## src/rtl/adc_spi_pkg.sv

```systemverilog
// Shared types and frame layout for the ADC 3-wire SPI configuration port.
package adc_spi_pkg;

  localparam int unsigned FRAME_BITS = 24;
  localparam int unsigned ADDR_W     = 13;
  localparam int unsigned DATA_W     = 8;
  localparam int unsigned BIT_CNT_W  = 5;
  localparam int unsigned DIV_W      = 8;

  // Frame field positions, MSB first on the wire.
  localparam int unsigned RW_POS   = 23;
  localparam int unsigned W_MSB    = 22;
  localparam int unsigned W_LSB    = 21;
  localparam int unsigned ADDR_MSB = 20;
  localparam int unsigned ADDR_LSB = 8;
  localparam int unsigned DATA_MSB = 7;
  localparam int unsigned DATA_LSB = 0;

  // Number of frame bits driven by the controller before read data starts.
  localparam int unsigned RD_FIRST_BIT = FRAME_BITS - DATA_W;

  // W1:W0 transfer length field: single byte.
  localparam logic [W_MSB-W_LSB:0] W_ONE_BYTE = 2'b00;

  typedef enum logic [2:0] {
    IDLE,
    SETUP,
    SHIFT,
    HOLD,
    GAP
  } state_e;

  typedef struct packed {
    logic              rw;
    logic [ADDR_W-1:0] addr;
    logic [DATA_W-1:0] data;
  } cmd_t;

  // Assemble the instruction/data frame; reads send zeros in the data byte.
  function automatic logic [FRAME_BITS-1:0] build_frame(input cmd_t cmd);
    return {cmd.rw, W_ONE_BYTE, cmd.addr, cmd.rw ? DATA_W'(0) : cmd.data};
  endfunction

endpackage

```

## src/rtl/adc_spi_tick.sv

```systemverilog
// Half-period timer: one-cycle tick every CLK_DIV cycles while enabled.
module adc_spi_tick
  import adc_spi_pkg::*;
#(
  parameter int unsigned CLK_DIV = 4
) (
  input  logic clk,
  input  logic rst_n,
  input  logic en,
  output logic tick_c
);

  localparam logic [DIV_W-1:0] RELOAD = DIV_W'(CLK_DIV - 1);

  logic [DIV_W-1:0] cnt_q;

  // Down-counter reloads on disable and after each tick, so it never wraps.
  always_ff @(posedge clk or negedge rst_n) begin
    if (!rst_n) begin
      cnt_q <= RELOAD;
    end else if (!en || (cnt_q == '0)) begin
      cnt_q <= RELOAD;
    end else begin
      cnt_q <= cnt_q - DIV_W'(1);
    end
  end

  assign tick_c = en && (cnt_q == '0);

endmodule

```

## src/rtl/adc_spi_config.sv

```systemverilog
// ADC serial-port controller: one 24-bit register read/write per start strobe.
module adc_spi_config
  import adc_spi_pkg::*;
#(
  parameter int unsigned CLK_DIV = 4,
  parameter int unsigned CS_GAP  = 4
) (
  input  logic              main_clk,
  input  logic              rst_n,
  input  logic              start,
  input  logic              rw,
  input  logic [ADDR_W-1:0] reg_addr,
  input  logic [DATA_W-1:0] wr_data,
  output logic              busy,
  output logic              done,
  output logic [DATA_W-1:0] rd_data,
  output logic              spi_csb_n,
  output logic              spi_sclk,
  output logic              sdio_out,
  output logic              sdio_oe,
  input  logic              sdio_in
);

  state_e                state_q, state_d;
  logic                  rw_q, rw_d;
  logic [FRAME_BITS-1:0] tx_q, tx_d;
  logic [BIT_CNT_W-1:0]  bit_q, bit_d;
  logic [DIV_W-1:0]      gap_q, gap_d;
  logic [DATA_W-1:0]     rx_q, rx_d;
  logic [DATA_W-1:0]     rd_data_d;
  logic                  busy_d, done_d, csb_d, sclk_d, sdo_d, oe_d;
  logic                  tick_en_c, tick_c;
  cmd_t                  cmd_c;
  logic [FRAME_BITS-1:0] frame_c;

  assign cmd_c     = '{rw: rw, addr: reg_addr, data: wr_data};
  assign frame_c   = build_frame(cmd_c);
  assign tick_en_c = (state_q == SETUP) || (state_q == SHIFT) || (state_q == HOLD);

  adc_spi_tick #(
    .CLK_DIV (CLK_DIV)
  ) u_tick (
    .clk    (main_clk),
    .rst_n  (rst_n),
    .en     (tick_en_c),
    .tick_c (tick_c)
  );

  // State register.
  always_ff @(posedge main_clk or negedge rst_n) begin
    if (!rst_n) begin
      state_q <= IDLE;
    end else begin
      state_q <= state_d;
    end
  end

  // Next-state and next-output logic; every pin is driven from a register.
  always_comb begin
    state_d   = state_q;
    rw_d      = rw_q;
    tx_d      = tx_q;
    bit_d     = bit_q;
    gap_d     = gap_q;
    rx_d      = rx_q;
    rd_data_d = rd_data;
    busy_d    = busy;
    done_d    = 1'b0;
    csb_d     = spi_csb_n;
    sclk_d    = spi_sclk;
    sdo_d     = sdio_out;
    oe_d      = sdio_oe;

    case (state_q)
      IDLE: begin
        // A start coinciding with the done pulse waits one more cycle.
        if (start && !done) begin
          state_d = SETUP;
          rw_d    = cmd_c.rw;
          tx_d    = {frame_c[FRAME_BITS-2:0], 1'b0};
          sdo_d   = frame_c[RW_POS];
          bit_d   = '0;
          gap_d   = '0;
          rx_d    = '0;
          busy_d  = 1'b1;
          csb_d   = 1'b0;
          sclk_d  = 1'b0;
          oe_d    = 1'b1;
        end
      end

      SETUP: begin
        if (tick_c) begin
          state_d = SHIFT;
        end
      end

      SHIFT: begin
        if (tick_c) begin
          if (!spi_sclk) begin
            // Rising SCLK: capture the ADC's read bit driven during the low phase.
            sclk_d = 1'b1;
            if (rw_q && (bit_q >= BIT_CNT_W'(RD_FIRST_BIT))) begin
              rx_d = {rx_q[DATA_W-2:0], sdio_in};
            end
          end else begin
            // Falling SCLK: bit complete, present the next one.
            sclk_d = 1'b0;
            bit_d  = bit_q + BIT_CNT_W'(1);
            if (bit_q == BIT_CNT_W'(FRAME_BITS - 1)) begin
              state_d = HOLD;
              sdo_d   = 1'b0;
            end else begin
              sdo_d = tx_q[FRAME_BITS-1];
              tx_d  = {tx_q[FRAME_BITS-2:0], 1'b0};
              if (rw_q && (bit_q == BIT_CNT_W'(RD_FIRST_BIT - 1))) begin
                oe_d = 1'b0;
              end
            end
          end
        end
      end

      HOLD: begin
        if (tick_c) begin
          state_d = GAP;
          csb_d   = 1'b1;
          oe_d    = 1'b0;
          gap_d   = '0;
        end
      end

      GAP: begin
        if (gap_q == DIV_W'(CS_GAP - 1)) begin
          state_d = IDLE;
          busy_d  = 1'b0;
          done_d  = 1'b1;
          if (rw_q) begin
            rd_data_d = rx_q;
          end
        end else begin
          gap_d = gap_q + DIV_W'(1);
        end
      end

      default: begin
        state_d = IDLE;
      end
    endcase
  end

  // Datapath and output registers.
  always_ff @(posedge main_clk or negedge rst_n) begin
    if (!rst_n) begin
      rw_q      <= 1'b0;
      tx_q      <= '0;
      bit_q     <= '0;
      gap_q     <= '0;
      rx_q      <= '0;
      rd_data   <= '0;
      busy      <= 1'b0;
      done      <= 1'b0;
      spi_csb_n <= 1'b1;
      spi_sclk  <= 1'b0;
      sdio_out  <= 1'b0;
      sdio_oe   <= 1'b0;
    end else begin
      rw_q      <= rw_d;
      tx_q      <= tx_d;
      bit_q     <= bit_d;
      gap_q     <= gap_d;
      rx_q      <= rx_d;
      rd_data   <= rd_data_d;
      busy      <= busy_d;
      done      <= done_d;
      spi_csb_n <= csb_d;
      spi_sclk  <= sclk_d;
      sdio_out  <= sdo_d;
      sdio_oe   <= oe_d;
    end
  end

endmodule

```

## config.mk

```make
export PLATFORM = sky130hd
export DESIGN_NAME = adc_spi_config
export DESIGN_NICKNAME = d
export VERILOG_FILES = /design/src/rtl/adc_spi_pkg.sv /design/src/rtl/adc_spi_tick.sv /design/src/rtl/adc_spi_config.sv
export SDC_FILE = /design/constraint.sdc
export NUM_CORES = 1
export LEC_CHECK = 0
export ABC_AREA = 1
export BUFFER_PORTS_ARGS = -buffer_cell sky130_fd_sc_hd__buf_2
export CORE_MARGIN = 5
export CORE_UTILIZATION = 45
export DETAILED_ROUTE_END_ITERATION = 8
export GPL_ROUTABILITY_DRIVEN = 0
export PLACE_DENSITY = 0.64
export REMOVE_ABC_BUFFERS = 1
export SLEW_MARGIN = 20
export SYNTH_ARGS = -nofsm -noshare
export SYNTH_HDL_FRONTEND = slang
export SYNTH_SLANG_ARGS = --single-unit
export TNS_END_PERCENT = 50
```

## constraint.sdc

```tcl
create_clock -name main_clk -period 2.75 [get_ports main_clk]
set_input_delay 0.275 -clock main_clk [delete_from_list [all_inputs] [get_ports main_clk]]
set_output_delay 0.275 -clock main_clk [all_outputs]
set_load 0.05 [all_outputs]
```

==> results of run 1 <==
## per-stage QoR
step,std cells,cell area [µm²],worst slack [ns],hold WS (ns)
2_1_floorplan,469,3520,0.128,-0.0206
3_3_place_gp,616,3900,0.702,0.401
3_5_place_dp,616,3900,0.655,0.405
4_1_cts,632,4120,0.633,0.0249
5_1_grt,632,4120,0.385,0.0802
6_report,632,4120,0.667,0.0121
## cell usage in the layout, fill, tap and decap left out, types with 4 or more instances in the layout
cell type,n
nand2_1,217
dfrtp_1,67
nor2_1,43
buf_2,39
inv_1,32
nand4_1,31
nand3_1,26
o21ai_0,14
clkbuf_8,10
nor3_1,6
ha_1,5
buf_4,5
xor2_1,4
a21oi_1,4
## path summary, 6_finish.rpt
kind | from | to | depth (start not counted)
max reg2reg | u_tick.cnt_q[0] | tx_q[18] | 9
max | u_tick.cnt_q[0] | tx_q[18] | 9
min | rst_n | u_tick.cnt_q[5] | 1
min in group main_clk | sdio_in | rx_q[0] | 3
max in group asynchronous | rst_n | u_tick.cnt_q[0] | 2
min reg2reg | u_tick.cnt_q[0] | u_tick.cnt_q[0] | 1
## state kept, by name (all words and copies together), names as in the netlist, 3 cells and up
| name | cells |
|---|---|
| u_tick.cnt_q | 8 |
| rd_data | 8 |
| bit_q | 5 |
| rx_q | 8 |
| state_q | 3 |
| gap_q | 8 |
| tx_q | 23 |
## synth_stat cells
cell type    n  area share (%)
xor2_1       4            0.97
a21oi_1      4            0.56
nand4_1     31             5.4
nor2_2       3            0.52
dfrtp_1     67              47
nor2_4       2            0.63
nor3_1       6            0.83
nor2_1      43             4.5
buf_2        6            0.83
dfstp_2      3             2.2
nand3_1     26             3.6
nand3b_1     1            0.21
ha_1         5             1.7
nand2_1    217              23
clkbuf_1     3            0.31
o21ai_1      2            0.28
nand2_2      2            0.35
or2_2        2            0.35
buf_4        5             1.0
nand3_2      2            0.56
o21ai_2      1            0.24
inv_2        1            0.10
buf_1        1            0.10
a31oi_1      1            0.17
inv_1       32             3.3
o21ai_0     14             1.9
## layout make-up
| cell class | count | share of cell area, % |
|---|---|---|
| Inverter | 33 | 3.01 |
| Clock buffer | 10 | 3.34 |
| Multi-Input combinational cell | 366 | 39.7 |
| Timing Repair Buffer | 45 | 6.14 |
| Sequential cell | 70 | 42.6 |
| Tap cell | 102 | 3.10 |
| Clock inverter | 6 | 2.07 |
## layer usage
metal	vias up	track usage [%]
met5	-	0
met1	1418	21.9
met2	68	27.2
met3	8	3.02
li1	1627	-
met4	0	6.83
## where the power goes
| group | internal [mW] | switching [mW] |
|---|---|---|
| registers | 1.31 | 0.187 |
| clock network | 0.532 | 0.383 |
| logic | 0.495 | 1.18 |
## cell families after synthesis
| group | after synthesis | share of synthesized area, % |
|---|---|---|
| adder cells (fa/ha/maj) | 5 | 1.74 |
| AO/OA/AOI/OAI | 22 | 3.20 |
| AND/OR/NAND/NOR | 335 | 39.6 |
| flip-flops | 70 | 48.8 |
| buffers and inverters | 48 | 5.74 |
| XOR/XNOR | 4 | 0.973 |
==> results.yml, run 1 <==
setup_path:
  path_cells: "inv_1 > ha_1 > nand2_1 > nor2_2 > nor2_1 > nor2_4 > nand3_2 > nand2_1 > nand2_1"
  crit_type: "reg -> reg"
  slowest_delay_ns: 0.40
  path_max_fanout: 23
  slowest_stage: "nand3_2"
  cp_top_family: "simple AND/OR/NAND/NOR gates"
  crit_top_cell: "nand2_1"
  cp.buffers_inverters: 1
  cp.required_ns: 2.98
  r2r_setup_slack_ns: 0.67
  cp-end-kind: "flop"
  worstPathArrival_ns: 2.31
  start_kind: "flop"
placed_design:
  portBuffers: 39
  dpl.hpwl_um: 5380
final_layout:
  layout-drive-gt1-share_pct: 14.5
  layout.nets: 556
  multi_input_area_um2: 1640
  areaGrowthSynthToFinish_pct: 14.5
  regArea_um2: 1760
  n_fill_cell: 765
  final_util_pct: 53.0
  n_antenna_cell: 0
sta:
  finalHoldViolCount: 0
  fmax_ghz: 0.480
  finalSetupViolCount: 0
  slew_headroom_pct: 47.5
  period_share_pct: 75.7
  worstMarginPinSlew_ns: 0.787
  finalClockSkew_ns: 0.0102
  tns_ns: 0
  rsz0062_at_grt: "false"
  min_period_ns: 2.08
  finalMaxSlewViolations: 0
pwr:
  power_mw: 4.09
  p_leak_nw: 2.29
  powerDensity_nw_per_um2: 992
  ir_worst_vdd_mv: 0.429
global_route:
  antenna_found_initial: 0
  grtUsageTotal_pct: 16.7
  grt_pass1_vias: 3066
  grt_overflow: 0
  grt_max_degree: 38
  grt_pass1_wl_um: 13600
outcome:
  outcome: "complete, no violations"
die:
  io_pins: 40
  core_um2: 7770
  rows: 32
  dieWidth_um: 99.4
  start_util_pct: 46.3
  dieArea_um2: 9890
  die_y_um: 99.4
detailed_routing:
  firstDrtPassIters: 4
  vias_per_cell: 4.94
  dr_wl_met2_um: 3390
  drc_errors: 0
  met3_length_um: 379
  dr.first_iter.drc_count: 188
  antenna_left: 0
  wl_per_cell_um: 11.9
  vias: 3121
  highest-signal-layer: "met4"
  drt-total-wl_um: 7540
  wl_met1_um: 3700
yosys:
  postSynthAreaPerCell_um2: 7.43
  synth_seq_area_share_pct: 48.8
  synth-seq-cells: 70
  yosysUniqueCellTypes: 26
  synthCells: 484
  netlist_area_um2: 3600
  synth_warnings: 0
clocking:
  post_cts_buffers: 0
  numCtsBuffers: 9
  htreeDepth: 3
  cts_buffer_depth: 2
  cts_hold_buffers: 0
  cts_resized: 0
  cts-root-buf: "clkbuf_8"
  cts_sinks: 70
  tritoncts: "yes"
  worst_skew_pair.late_latency_ns: 0.34
  path_clk_slew_ns: 0.07
flow_run:
  cap_violations: 0
min_path:
  min_path_type: "in -> async"
No activity file was read; power rests on OpenSTA's default activity.
==> inputs of run 2 (changes only) <==
PLACE_DENSITY = 0.66   (was 0.64)
clock period = 1.8 ns   (was 2.75 ns; I/O delays follow)
==> results.yml, run 2 (same netlist as run 1, synthesis figures left out) <==
outcome:
  outcome: "complete, no violations"
global_route:
  grt_pass1_vias: 3070
  grtUsageTotal_pct: 17.2
  grt_overflow: 0
  antenna_found_initial: 0
  grt_max_degree: 35
  grt_pass1_wl_um: 14000
die:
  rows: 32
  dieWidth_um: 99.4
  die_y_um: 99.4
  dieArea_um2: 9890
  io_pins: 40
  start_util_pct: 46.3
  core_um2: 7770
final_layout:
  postLayoutCellArea_um2: 4230
  layout.nets: 569
  n_antenna_cell: 0
  largest_reg_flops: 23
  regArea_um2: 1760
  multi_input_area_um2: 1650
  most-common-layout-cells: "nand2_1 (217), dfrtp_1 (67), nor2_1 (41)"
  final_common_cell: "nand2_1"
  top_register: "tx_q"
  layout-drive-gt1-share_pct: 16.2
  areaGrowthSynthToFinish_pct: 17.6
  n_fill_cell: 754
sta:
  slew_headroom_pct: 73.0
  fin_ws_ns: 0.108
  finalSetupViolCount: 0
  rsz0062_at_grt: "false"
  fmax_ghz: 0.591
  period_share_pct: 94.0
  finalHoldViolCount: 0
  finalClockSkew_ns: 0.00831
  worstMarginPinSlew_ns: 0.405
  min_period_ns: 1.69
  finalMaxSlewViolations: 0
setup_path:
  cp-end-kind: "flop"
  worstPathArrival_ns: 1.97
  cp.required_ns: 2.07
  crit_type: "reg -> reg"
  start_kind: "flop"
  path_max_fanout: 21
clocking:
  worst_skew_pair.late_latency_ns: 0.34
  cts-root-buf: "clkbuf_8"
  cts_sinks: 70
  numCtsBuffers: 9
  tritoncts: "yes"
  path_clk_slew_ns: 0.07
  htreeDepth: 3
  cts_buffer_depth: 2
pwr:
  p_sw_mw: 2.77
  powerDensity_nw_per_um2: 1500
  ir_worst_vdd_mv: 0.787
  clkPwrFrac_pct: 18.4
  seqPwrFrac_pct: 35.8
  switching_share_pct: 43.6
  p_comb_share_pct: 45.8
  p_leak_nw: 2.35
  intPower_mw: 3.58
flow_run:
  cap_violations: 0
detailed_routing:
  firstDrtPassIters: 5
  drc_errors: 0
  drt-total-wl_um: 8100
  dr.first_iter.drc_count: 240
  vias: 3253
  antenna_left: 0
  wl_per_cell_um: 12.6
  vias_per_cell: 5.04
min_path:
  min_path_type: "in -> reg"
placed_design:
  placed_area_um2: 4020
  dpl.hpwl_um: 5850
  portBuffers: 39
  preCtsSetupSlack_ns: 0.109
run 2: cell count changes in the layout (fill, tap and decap cells not counted), moves of 2 or more:
cell,before,now
buf_12,1,4
buf_4,5,14
bufinv_16,2,0
clkbuf_1,0,3
clkbuf_8,10,12
clkinvlp_4,2,0
nor2_1,43,41
nor2_4,2,4
run 2: power by group through the flow:
stage                     clock network (mW)  logic [mW]  registers [mW]
after floorplan                            0        1.73            2.44
after global placement                     0        2.83            2.29
after detailed placement                   0        2.89            2.29
after CTS                               1.21        2.90            2.27
after global routing                    1.27        3.28            2.33
final                                   1.17        2.91            2.27
run 2: metrics by stage:
step	util (%)	hold slack (ns)	setup TNS (ns)	instances	total power, mW
finish	54.5	0.103	0	645	6.35
global route	54.5	0.108	0	645	6.88
global placement	51.8	0.0960	0	628	5.11
detailed placement	51.8	0.0984	0	628	5.18
CTS	54.3	0.0866	0	645	6.38
floorplan	-	-0.116	-29.60	469	4.17
run 2: critical path, stage by stage, from the launching register on:
cell and delay (ns):
dfrtp_1 0.42, ha_1 0.23, nand2_1 0.09, inv_1 0.06, nand2_1 0.13, inv_1 0.08, nand2_1 0.12, buf_4 0.28
nand4_1 0.13, nand2_1 0.09
run 2: what timing repair did:
| action | CTS | global route |
|---|---|---|
| setup buffers | 0 | 0 |
| endpoints found under the setup margin | 0 | 22 |
| hold buffers | 1 | 0 |
| resized for setup | 0 | 4 |
| hold endpoints to repair | 8 | 0 |
run 2: area by class of cell:
| class | instances | area share, % |
|---|---|---|
| sequential | 70 | 41.5 |
| multi-input combinational | 366 | 39.0 |
| timing repair buffer | 58 | 9.23 |
| clock buffer | 15 | 4.17 |
| tap | 102 | 3.02 |
| inverter | 33 | 2.93 |
| clock inverter | 1 | 0.118 |
run 2: worst paths after layout:
| path | from | end | slack, ns | cells after the start |
|---|---|---|---|---|
| hold / removal | sdio_in | rx_q[0] | 0.10 | 3 |
| setup / recovery | bit_q[0] | tx_q[7] | 0.11 | 9 |
| setup reg to reg | bit_q[0] | tx_q[7] | 0.11 | 9 |
| hold reg to reg | u_tick.cnt_q[0] | u_tick.cnt_q[0] | 0.46 | 1 |
| min in group asynchronous | rst_n | u_tick.cnt_q[5] | 0.27 | 2 |
| max in group asynchronous | rst_n | spi_csb_n | 0.98 | 3 |
run 2: metal layers:
layer / global-route usage (%) / vias to the layer above / wire, µm
li1: - / 1652 / -
met4: 5.78 / 0 / 82
met3: 3.65 / 6 / 387
met5: 0 / - / 0
met2: 27.3 / 66 / 3770
met1: 23.5 / 1529 / 3850
==> inputs of run 3 (changes only) <==
ABC_CLOCK_PERIOD_IN_PS = 2200   (was unset)
CTS_CLUSTER_DIAMETER = 120   (was unset)
PLACE_DENSITY = 0.64   (was 0.66)
clock period = 2.2 ns   (was 1.8 ns; I/O delays follow)
==> results.yml, run 3 (same netlist as run 1, synthesis figures left out) <==
pwr:
  p_sw_mw: 2.19
  seqPwrFrac_pct: 35.9
  clkPwrFrac_pct: 22.0
  ir_worst_vdd_mv: 0.532
  p_leak_nw: 2.31
  p_comb_share_pct: 42.0
  powerDensity_nw_per_um2: 1240
  switching_share_pct: 42.4
  intPower_mw: 2.97
sta:
  min_period_ns: 1.84
  worstMarginPinSlew_ns: 0.523
  finalClockSkew_ns: 0.0110
  finalSetupViolCount: 0
  fin_ws_ns: 0.363
  finalHoldViolCount: 0
  period_share_pct: 83.5
  fmax_ghz: 0.544
  rsz0062_at_grt: "false"
  finalMaxSlewViolations: 0
  slew_headroom_pct: 65.0
clocking:
  path_clk_slew_ns: 0.07
  cts-root-buf: "clkbuf_8"
  worst_skew_pair.late_latency_ns: 0.34
  post_cts_buffers: 0
  numCtsBuffers: 9
  cts_buffer_depth: 2
  tritoncts: "yes"
  cts_sinks: 70
  htreeDepth: 3
die:
  io_pins: 40
  core_um2: 7770
  die_y_um: 99.4
  start_util_pct: 46.3
  rows: 32
  dieArea_um2: 9890
  dieWidth_um: 99.4
final_layout:
  n_fill_cell: 771
  finalNonFillerCells: 634
  final_common_cell: "nand2_1"
  layout.nets: 559
  regArea_um2: 1760
  areaGrowthSynthToFinish_pct: 15.5
  largest_reg_flops: 23
  n_antenna_cell: 0
  most-common-layout-cells: "nand2_1 (217), dfrtp_1 (67), nor2_1 (43)"
  layout-drive-gt1-share_pct: 14.7
  postLayoutCellArea_um2: 4160
  multi_input_area_um2: 1650
  top_register: "tx_q"
detailed_routing:
  dr.first_iter.drc_count: 150
  wl_per_cell_um: 12.0
  drt-total-wl_um: 7600
  vias_per_cell: 4.96
  firstDrtPassIters: 4
  antenna_left: 0
  vias: 3146
  drc_errors: 0
setup_path:
  path_max_fanout: 23
  worstPathArrival_ns: 2.06
  start_kind: "flop"
  cp.required_ns: 2.42
  crit_type: "reg -> reg"
  cp-end-kind: "flop"
global_route:
  antenna_found_initial: 0
  grt_pass1_wl_um: 13200
  grtUsageTotal_pct: 16.1
  grt_pass1_vias: 2914
  grt_overflow: 0
  grt_max_degree: 71
placed_design:
  dp.cells: 618
  preCtsSetupSlack_ns: 0.0509
  placed_area_um2: 3910
  portBuffers: 39
  dpl.hpwl_um: 5280
flow_run:
  cap_violations: 0
min_path:
  min_path_type: "in -> reg"
outcome:
  outcome: "complete, no violations"
run 3: worst paths after layout:
kind	start	end	slack [ns]	depth (start not counted)
worst min-delay path	sdio_in	rx_q[0]	0.15	3
worst max-delay path	u_tick.cnt_q[3]	tx_q[21]	0.36	8
worst max register to register	u_tick.cnt_q[3]	tx_q[21]	0.36	8
worst min register to register	u_tick.cnt_q[0]	u_tick.cnt_q[0]	0.45	1
min in group asynchronous	rst_n	gap_q[4]	0.42	3
max in group asynchronous	rst_n	u_tick.cnt_q[0]	1.42	3
run 3: per-stage QoR:
| stage | hold WS (ns) | total power, mW | TNS [ns] | utilization, % |
|---|---|---|---|---|
| 3_3_place_gp | 0.275 | 4.00 | 0 | 50.4 |
| 3_5_place_dp | 0.281 | 4.05 | 0 | 50.4 |
| 5_1_grt | 0.173 | 5.60 | 0 | 53.5 |
| 4_1_cts | 0.147 | 5.21 | 0 | 53.3 |
| 2_1_floorplan | -0.0756 | 3.41 | -13.20 | - |
| 6_report | 0.152 | 5.17 | 0 | 53.5 |
run 3: timing repair:
item / in CTS / in global routing
hold buffers: 1 / 0
endpoints found under the setup margin: 0 / 23
endpoints found under the hold margin: 67 / 0
gates resized for setup: 0 / 2
run 3: layer usage:
layer	GRT usage (%)	routed length (µm)	share of wire [%]
met1	22.4	3750	49
met2	25.3	3390	45
met3	2.81	333	4.4
met4	5.67	123	1.6
met5	0	0	0
run 3: power groups by stage:
stage	Clock [mW]	Combinational [mW]	Sequential (mW)
CTS	1.17	2.18	1.86
global route	1.22	2.49	1.89
global placement	0	2.13	1.87
detailed placement	0	2.18	1.87
floorplan	0	1.42	1.99
finish	1.14	2.17	1.86
run 3: worst max-delay path, stage by stage (launching register included):
cell,delay (ns)
dfrtp_1,0.41
nor2_1,0.14
nand2_1,0.16
nor2_4,0.27
nor2_1,0.11
nor2_4,0.17
nand3_4,0.26
nand2_1,0.14
nand2_1,0.06
run 3: area by class of cell:
class / count / area share, %
clock inverter: 4 / 1.69
sequential: 70 / 42.2
clock buffer: 11 / 3.64
tap: 102 / 3.07
inverter: 33 / 2.98
multi-input combinational: 366 / 39.7
timing repair buffer: 48 / 6.68
